==> src/rtl/mem_copy_engine_pkg.sv <==
// Shared definitions for the memory copy/fill/compare engine:
// memory geometry, command encodings, FSM states and the latched command payload.
package mem_copy_engine_pkg;

    localparam int unsigned ISIZE = 16;
    localparam int unsigned DSIZE = 16;
    localparam int unsigned AW    = ISIZE;
    localparam int unsigned DW    = DSIZE;

    typedef enum logic [1:0] {
        OP_COPY = 2'd0,
        OP_FILL = 2'd1,
        OP_CMP  = 2'd2,
        OP_RSVD = 2'd3
    } op_e;

    typedef enum logic [2:0] {
        ST_IDLE  = 3'd0,
        ST_CP_RD = 3'd1,
        ST_CP_WR = 3'd2,
        ST_FL_WR = 3'd3,
        ST_CM_A  = 3'd4,
        ST_CM_B  = 3'd5,
        ST_CM_C  = 3'd6,
        ST_DONE  = 3'd7
    } state_e;

    // Command fields captured when a start is accepted.
    typedef struct packed {
        logic [AW-1:0] src;
        logic [AW-1:0] dst;
        logic [AW-1:0] len;
        logic [DW-1:0] pattern;
    } cmd_t;

endpackage

==> src/rtl/mem_copy_engine.sv <==
// Block COPY / FILL / COMPARE engine driving one single-port memory whose read
// data appears one cycle after the address is presented.
// Ports:
//   clk, rst                 clock, async active-high reset
//   start, op, src, dst,     command strobe and operands (sampled in IDLE only)
//   len, pattern
//   mem_wen, mem_addr,       memory initiator side
//   mem_wdata, mem_rdata
//   busy, done               status: busy in work states, done one-cycle pulse
//   mismatch_cnt,            COMPARE results, held until next accepted start
//   first_mismatch
module mem_copy_engine
    import mem_copy_engine_pkg::*;
(
    input  logic          clk,
    input  logic          rst,
    input  logic          start,
    input  logic [1:0]    op,
    input  logic [AW-1:0] src,
    input  logic [AW-1:0] dst,
    input  logic [AW-1:0] len,
    input  logic [DW-1:0] pattern,
    output logic          mem_wen,
    output logic [AW-1:0] mem_addr,
    output logic [DW-1:0] mem_wdata,
    input  logic [DW-1:0] mem_rdata,
    output logic          busy,
    output logic          done,
    output logic [AW-1:0] mismatch_cnt,
    output logic [AW-1:0] first_mismatch
);

    state_e        state_q;
    cmd_t          cmd_q;
    logic [AW-1:0] i_q;
    logic [DW-1:0] a_q;
    logic          wen_q;
    logic [AW-1:0] addr_q;
    logic [DW-1:0] wdata_q;
    logic          busy_q;
    logic          done_q;
    logic [AW-1:0] mcnt_q;
    logic [AW-1:0] first_q;

    logic          last_d;
    logic [AW-1:0] i_d;

    // Word i is the final one; offset for the next word.
    assign last_d = (i_q == AW'(cmd_q.len - AW'(1)));
    assign i_d    = AW'(i_q + AW'(1));

    // FSM; bus outputs are registered for the state being entered.
    always_ff @(posedge clk or posedge rst) begin
        if (rst) begin
            state_q <= ST_IDLE;
            cmd_q   <= '0;
            i_q     <= '0;
            a_q     <= '0;
            wen_q   <= 1'b0;
            addr_q  <= '0;
            wdata_q <= '0;
            busy_q  <= 1'b0;
            done_q  <= 1'b0;
            mcnt_q  <= '0;
            first_q <= '0;
        end else begin
            wen_q   <= 1'b0;
            addr_q  <= '0;
            wdata_q <= '0;
            busy_q  <= 1'b0;
            done_q  <= 1'b0;
            case (state_q)
                ST_IDLE: begin
                    if (start) begin
                        cmd_q.src     <= src;
                        cmd_q.dst     <= dst;
                        cmd_q.len     <= len;
                        cmd_q.pattern <= pattern;
                        i_q           <= '0;
                        mcnt_q        <= '0;
                        first_q       <= '1;
                        if (len == '0) begin
                            state_q <= ST_DONE;
                            done_q  <= 1'b1;
                        end else begin
                            case (op_e'(op))
                                OP_COPY: begin
                                    state_q <= ST_CP_RD;
                                    busy_q  <= 1'b1;
                                    addr_q  <= src;
                                end
                                OP_FILL: begin
                                    state_q <= ST_FL_WR;
                                    busy_q  <= 1'b1;
                                    wen_q   <= 1'b1;
                                    addr_q  <= dst;
                                    wdata_q <= pattern;
                                end
                                OP_CMP: begin
                                    state_q <= ST_CM_A;
                                    busy_q  <= 1'b1;
                                    addr_q  <= src;
                                end
                                default: begin
                                    state_q <= ST_DONE;
                                    done_q  <= 1'b1;
                                end
                            endcase
                        end
                    end
                end
                ST_CP_RD: begin
                    state_q <= ST_CP_WR;
                    busy_q  <= 1'b1;
                    wen_q   <= 1'b1;
                    addr_q  <= AW'(cmd_q.dst + i_q);
                end
                ST_CP_WR: begin
                    i_q <= i_d;
                    if (last_d) begin
                        state_q <= ST_DONE;
                        done_q  <= 1'b1;
                    end else begin
                        state_q <= ST_CP_RD;
                        busy_q  <= 1'b1;
                        addr_q  <= AW'(cmd_q.src + i_d);
                    end
                end
                ST_FL_WR: begin
                    i_q <= i_d;
                    if (last_d) begin
                        state_q <= ST_DONE;
                        done_q  <= 1'b1;
                    end else begin
                        busy_q  <= 1'b1;
                        wen_q   <= 1'b1;
                        addr_q  <= AW'(cmd_q.dst + i_d);
                        wdata_q <= cmd_q.pattern;
                    end
                end
                ST_CM_A: begin
                    state_q <= ST_CM_B;
                    busy_q  <= 1'b1;
                    addr_q  <= AW'(cmd_q.dst + i_q);
                end
                ST_CM_B: begin
                    // Read data here belongs to the A-side address of CM_A.
                    a_q     <= mem_rdata;
                    state_q <= ST_CM_C;
                    busy_q  <= 1'b1;
                    addr_q  <= AW'(cmd_q.dst + i_q);
                end
                ST_CM_C: begin
                    if (mem_rdata != a_q) begin
                        mcnt_q <= AW'(mcnt_q + AW'(1));
                        if (mcnt_q == '0) begin
                            first_q <= i_q;
                        end
                    end
                    i_q <= i_d;
                    if (last_d) begin
                        state_q <= ST_DONE;
                        done_q  <= 1'b1;
                    end else begin
                        state_q <= ST_CM_A;
                        busy_q  <= 1'b1;
                        addr_q  <= AW'(cmd_q.src + i_d);
                    end
                end
                ST_DONE: begin
                    state_q <= ST_IDLE;
                end
                default: begin
                    state_q <= ST_IDLE;
                end
            endcase
        end
    end

    // Copy write data is the read data returning this cycle, passed straight through.
    assign mem_wdata      = (state_q == ST_CP_WR) ? mem_rdata : wdata_q;
    assign mem_wen        = wen_q;
    assign mem_addr       = addr_q;
    assign busy           = busy_q;
    assign done           = done_q;
    assign mismatch_cnt   = mcnt_q;
    assign first_mismatch = first_q;

endmodule

==> config.mk <==
export PLATFORM = sky130hd
export DESIGN_NAME = mem_copy_engine
export DESIGN_NICKNAME = d
export VERILOG_FILES = /design/src/rtl/mem_copy_engine_pkg.sv /design/src/rtl/mem_copy_engine.sv
export SDC_FILE = /design/constraint.sdc
export NUM_CORES = 1
export LEC_CHECK = 0
export ABC_CLOCK_PERIOD_IN_PS = 7700
export BUFFER_PORTS_ARGS = -buffer_cell sky130_fd_sc_hd__buf_4
export CAP_MARGIN = 20
export CORE_MARGIN = 4
export CORE_UTILIZATION = 30
export CTS_CLUSTER_DIAMETER = 40
export DETAILED_ROUTE_END_ITERATION = 6
export PLACE_DENSITY = 0.48
export SETUP_SLACK_MARGIN = 0.15
export SKIP_CTS_REPAIR_TIMING = 1
export SLEW_MARGIN = 20
export SYNTH_ARGS = -nofsm -noshare
export SYNTH_HDL_FRONTEND = slang
export SYNTH_SLANG_ARGS = --single-unit
==> constraint.sdc <==
create_clock -name clk -period 7.7 [get_ports clk]
set_clock_uncertainty 0.15 [all_clocks]
set_input_delay 1.155 -clock clk [delete_from_list [all_inputs] [get_ports clk]]
set_output_delay 1.155 -clock clk [all_outputs]
set_load 0.05 [all_outputs]
* Yosys cells after proc, flatten, opt, wreduce, memory -nomap -nowiden
Index checks and enable logic that the tools add are counted.
** Cells by class
- Bitwise logic cells :: 0
- Divide/modulo/power cells :: 0
- Magnitude comparators :: 0
- $add $sub $neg :: 6
- Equality and inequality tests :: 15
- Multipliers :: 0
- Multiplexer cells :: 41
- Shifts and indexed selects :: 0
- Reductions and logical operators :: 16
** Operators by type and width (count)
- 16-bit two-way mux :: 14
- 16-bit case mux with 2 select lines :: 5
- 16-bit case mux with 4 select lines :: 1
- 16-bit adder :: 3
- 16-bit by 1-bit adder with 16-bit output, second input constant :: 2
- 16-bit zero test :: 2
- 3-bit case mux with 8 select lines :: 1
- 16-bit equality test :: 1
- 16-bit inequality test :: 1
- 16-bit by 1-bit subtractor with 16-bit output, second input constant :: 1
- 3-bit equality test, second input constant :: 4
- 3-bit two-way mux :: 4
- 1-bit two-way mux :: 11
- 3-bit case mux with 3 select lines :: 1
- 3-bit OR reduction :: 3
- 2-bit inequality test, second input constant :: 4
- 3-bit by 2-bit equality test with 1-bit output, second input constant :: 2
- 1-bit case mux with 3 select lines :: 2
- 2-bit AND reduction :: 3
- 4-bit AND reduction :: 1
- 2-bit nonzero test :: 2
- 2-bit OR reduction :: 2
- 3-bit by 1-bit equality test with 1-bit output, second input constant :: 1
- 3-bit zero test :: 1
- other kinds (6) :: 6
** Storage, ports and cells
- Memories :: 0
- Bits in latches :: 0
- Bits in writable memories :: 0
- Output and inout bits :: 67
- Bits in registers :: 166
- Input bits :: 85
- ROM bits :: 0

* Longest topological paths before layout
- Word-level depth :: 6
- Gate-level depth with buffers :: 17
- Gate-level depth less buffers :: 16

* Worst setup path before layout
No wires, ideal clock.
- Kind :: flip-flop to flip-flop
- Start point :: register i_q[1]
- End point :: register addr_q[15], in the netlist mem_addr[15]
- Path buffers :: 1
- Cell stages (with the launch flop) :: 18
- Path slack :: 4075 ps
- Arrival time :: 3347 ps
- Period minus slack after synthesis :: 3625 ps
- Path through :: dfrtp_1 > ha_1 > nand3_1 > nor2_1 > and3_1 > and3_1 > clkbuf_1 > nand3_1 > xnor2_1 > ha_1 > a21oi_1 > nand4_1 > a31oi_1 > o41ai_1 > a21oi_1 > xnor2_1 > a22oi_1 > nand3_1
** On the way
- Longest elaborated chain between the ends :: 4
- Elaborated cells on any way between the ends :: 8
- Classes of those cells :: 4 x add/sub; 1 x eq/ne; 3 x mux
** Ends and longest elaborated chain
- from (decl) :: line mem_copy_engine.sv:35 : logic [AW-1:0] i_q;
- from (signal assigned) :: line mem_copy_engine.sv:119 : i_q <= i_d;
- from (signal assigned) :: line mem_copy_engine.sv:130 : i_q <= i_d;
- from (signal assigned) :: line mem_copy_engine.sv:160 : i_q <= i_d;
- 16-bit by 1-bit adder with 16-bit output :: line mem_copy_engine.sv:50 : assign i_d = AW'(i_q + AW'(1));
- 16-bit adder (on tied branches) :: line mem_copy_engine.sv:126, mem_copy_engine.sv:167, mem_copy_engine.sv:137
- 16-bit two-way mux (on tied branches) :: line mem_copy_engine.sv:120, mem_copy_engine.sv:161, mem_copy_engine.sv:131
- 16-bit case mux with 4 select lines * :: line mem_copy_engine.sv:72 : case (state_q)
- to (signal assigned) :: line mem_copy_engine.sv:126 : addr_q <= AW'(cmd_q.src + i_d);
- to (signal assigned) :: line mem_copy_engine.sv:137 : addr_q <= AW'(cmd_q.dst + i_d);
- to (signal assigned) :: line mem_copy_engine.sv:167 : addr_q <= AW'(cmd_q.src + i_d);
- to (decl) :: line mem_copy_engine.sv:38 : logic [AW-1:0] addr_q;
Mark *: on every way between the ends. The rest lies on a longest branch, timed or not.
A chain may end at the register's enable or synchronous reset.

* Worst setup path in the final report
- Start point :: register i_q[0]
- End point :: register addr_q[15], in the netlist mem_addr[15]
Same word-level chain as after synthesis.

==> results.py <==
metrics = {
    "outcome": {
        "status": "finished clean",
    },
    "route": {
        "drtIter0Drc": 585,
        "drt-wirelength-per-cell_microns": 18.5,
        "remaining_drc_errors": 0,
        "viasPerCell": 5.10,
        "drtPass1Iterations": 7,
        "wl_microns": 31500,
        "vias": 8692,
        "ant_nets": 0,
    },
    "logic_synthesis": {
        "synth_common_cells": "243 x nand2_1, 166 x dfrtp_1, 68 x nor2_1",
        "netlist_area_sq_mm": 0.0101,
        "synth-xor-area-share_pct": 8.57,
        "synth_compound_area_share_pct": 17.0,
        "synth_top_area_share_pct": 41.1,
        "synthFlopType": "dfrtp_1",
        "synth_warnings": 0,
        "ys_seq_area_share_pct": 41.1,
        "avgSynthCellArea_sq_um": 9.02,
        "synth-edff-count": 0,
        "ys_ff_latch": 166,
        "synthSimpleGateAreaFrac_pct": 18.8,
        "synth.largest_area_cell": "dfrtp_1",
        "yosysUniqueCellTypes": 68,
        "netlist_top_cells_area": "dfrtp_1 41%, nand2_1 9.0%, ha_1 7.1%",
        "postSynth.asyncResetShare_pct": 100,
        "postSynthCellCount": 1121,
        "synth_top_family_by_area": "simple AND/OR/NAND/NOR gates",
        "muxShareOfSynthArea_pct": 3.76,
        "synth.most_common_cell": "nand2_1",
        "syn_nets": 1266,
        "synthAdderAreaFrac_pct": 7.64,
    },
    "timing": {
        "finalHoldViolations": 0,
        "fmax_mhz": 234,
        "worst_pin_slew_ps": 960,
        "max_slew_margin_pct": 36.0,
        "final-max-slew-violation-count": 0,
        "fin_crit_sh_pct": 55.5,
        "setup_ws_ps": 3420,
        "rsz0062_at_grt": "false",
        "period_minus_slack_ps": 4280,
        "tns_ps": 0,
        "finalSetupViolCount": 0,
    },
    "layout": {
        "area_growth_pct": 21.4,
        "final_area_sq_mm": 0.0123,
        "drive_gt1_share_pct": 19.0,
        "finalNonFillerCells": 1703,
        "num-nets-final": 1393,
        "diodes": 0,
        "fin_util_pct": 37.4,
        "nFillCells": 3428,
    },
    "run": {
        "maxCapViolCount": 0,
    },
    "clocking": {
        "clockBufferDepth": 2,
        "root_buffer": "clkbuf_16",
        "cts.htree.levels": 4,
        "cts_buffers": 17,
        "path_clk_slew_ps": 70,
        "tritoncts": "yes",
        "clkSinkCount": 166,
        "clk_latency_ps": 450,
    },
    "setup_path": {
        "worstPathRequired_ps": 7870,
        "crit_type": "register to register",
        "endpoint_kind": "register",
        "path_max_fanout": 9,
        "crit_path_start_kind": "register",
        "ff2ff_path_depth": 16,
        "crit_arrival_ps": 4450,
    },
    "global_route": {
        "grt_overflow": 0,
        "grt_max_degree": 72,
        "grt_pass1_vias": 8448,
        "grtUsageTotal_pct": 17.1,
        "grt_pass1_wl_microns": 49000,
        "grt_antenna_before_repair": 0,
    },
    "die": {
        "die_w_microns": 192,
        "io_pins": 152,
        "dieHeight_microns": 192,
        "row_count": 66,
        "dieArea_sq_mm": 0.0367,
        "start_util_pct": 30.8,
        "core-area_sq_mm": 0.0329,
    },
    "place": {
        "port_buffers": 151,
        "place_congestion": 0.857,
        "place_inst": 1671,
        "dpl_cell_area_sq_mm": 0.0117,
        "pre_cts_ws_ps": 3450,
        "hpwl_microns": 23400,
    },
    "power": {
        "max-vdd-ir-drop_mv": 0.258,
        "powerDensity_mw_per_mm2": 385,
        "p_leak_nw": 5.73,
    },
    "min_path": {
        "hold_path_depth": 2,
        "hp-class": "register to register",
    },
}
-- area by class of cell --
cell class / count / area (sq um) / share of cell area, %
flip-flops and latches: 166 / 4150 / 33.8
well taps: 442 / 553 / 4.50
repair buffers: 162 / 1220 / 9.90
multi-input cells: 874 / 5650 / 46.0
clock buffers: 17 / 425 / 3.46
clock inverters: 15 / 176 / 1.44
inverters: 27 / 106 / 0.866
-- layout by cell type, fill, tap and decap left out, drive strengths merged, types with 5 or more instances in the layout --
cell type  instances
nand2            243
dfrtp            166
buf              162
nor2              68
xnor2             59
o21ai             59
ha                57
a21oi             55
xor2              40
inv               37
mux2              32
nand3             21
nor3              20
nand4             19
a32o              18
o22a              17
clkbuf            17
nor4              10
and3              10
nor2b              9
nand2b             9
a31oi              9
a22oi              9
o211ai             8
o21a               8
a21o               8
a22o               8
or3                6
o21bai             6
o31ai              5
-- sequential cells by signal, summed over array words and instances (netlist names), 3 cells and up --
name	count
cmd_q	64
a_q	16
first_mismatch	16
i_q	16
mem_addr	16
mismatch_cnt	16
wdata_q	16
state_q	3
-- final timing paths --
| kind | to | slack [ps] | startpoint |
|---|---|---|---|
| setup reg to reg | mem_addr[15] | 3420 | i_q[0] |
| hold reg to reg | cmd_q[2] | 330 | cmd_q[2] |
| min in group asynchronous | a_q[13] | 570 | rst |
| max in group asynchronous | first_mismatch[7] | 5590 | rst |
| setup / recovery | mem_addr[15] | 3420 | i_q[0] |
| hold / removal | cmd_q[2] | 330 | cmd_q[2] |
-- kinds of logic after synthesis --
group,after synthesis
flip-flops,166
adder cells (fa/ha/maj),60
buffers and inverters,81
multiplexers,34
AO/OA/AOI/OAI,250
AND/OR/NAND/NOR,431
XOR/XNOR,99
-- critical path, cell delays in order (launching register included) --
cell	delay, ps
dfrtp_1	530
ha_1	240
nand3_1	140
nor2_1	290
and3_1	280
and3_1	290
nand3_1	130
xnor2_1	460
ha_1	360
a21oi_1	240
nand4_1	100
a31oi_1	250
o41ai_1	140
a21oi_1	180
xnor2_1	90
a22oi_1	180
nand3_1	100
-- where the power goes --
| group | leakage [nW] | internal (W) | switching (W) |
|---|---|---|---|
| clock network | 0.298 | 0.000467 | 0.000428 |
| logic | 3.35 | 0.000908 | 0.00144 |
| registers | 2.08 | 0.00118 | 0.000305 |
-- stage by stage --
stage	hold WS, ps	total power (W)
floorplan	296	0.00316
global placement	307	0.00385
detailed placement	312	0.00386
CTS	332	0.00478
global route	357	0.00508
finish	331	0.00473
-- layer usage --
layer	vias to the layer above	track usage, %	share of wire, %
li1	4223	-	-
met1	4213	24.2	47
met2	223	27.1	47
met3	33	3.42	4.5
met4	0	4.31	1.5
met5	-	0	0
Power figures use the tool's default switching activity.
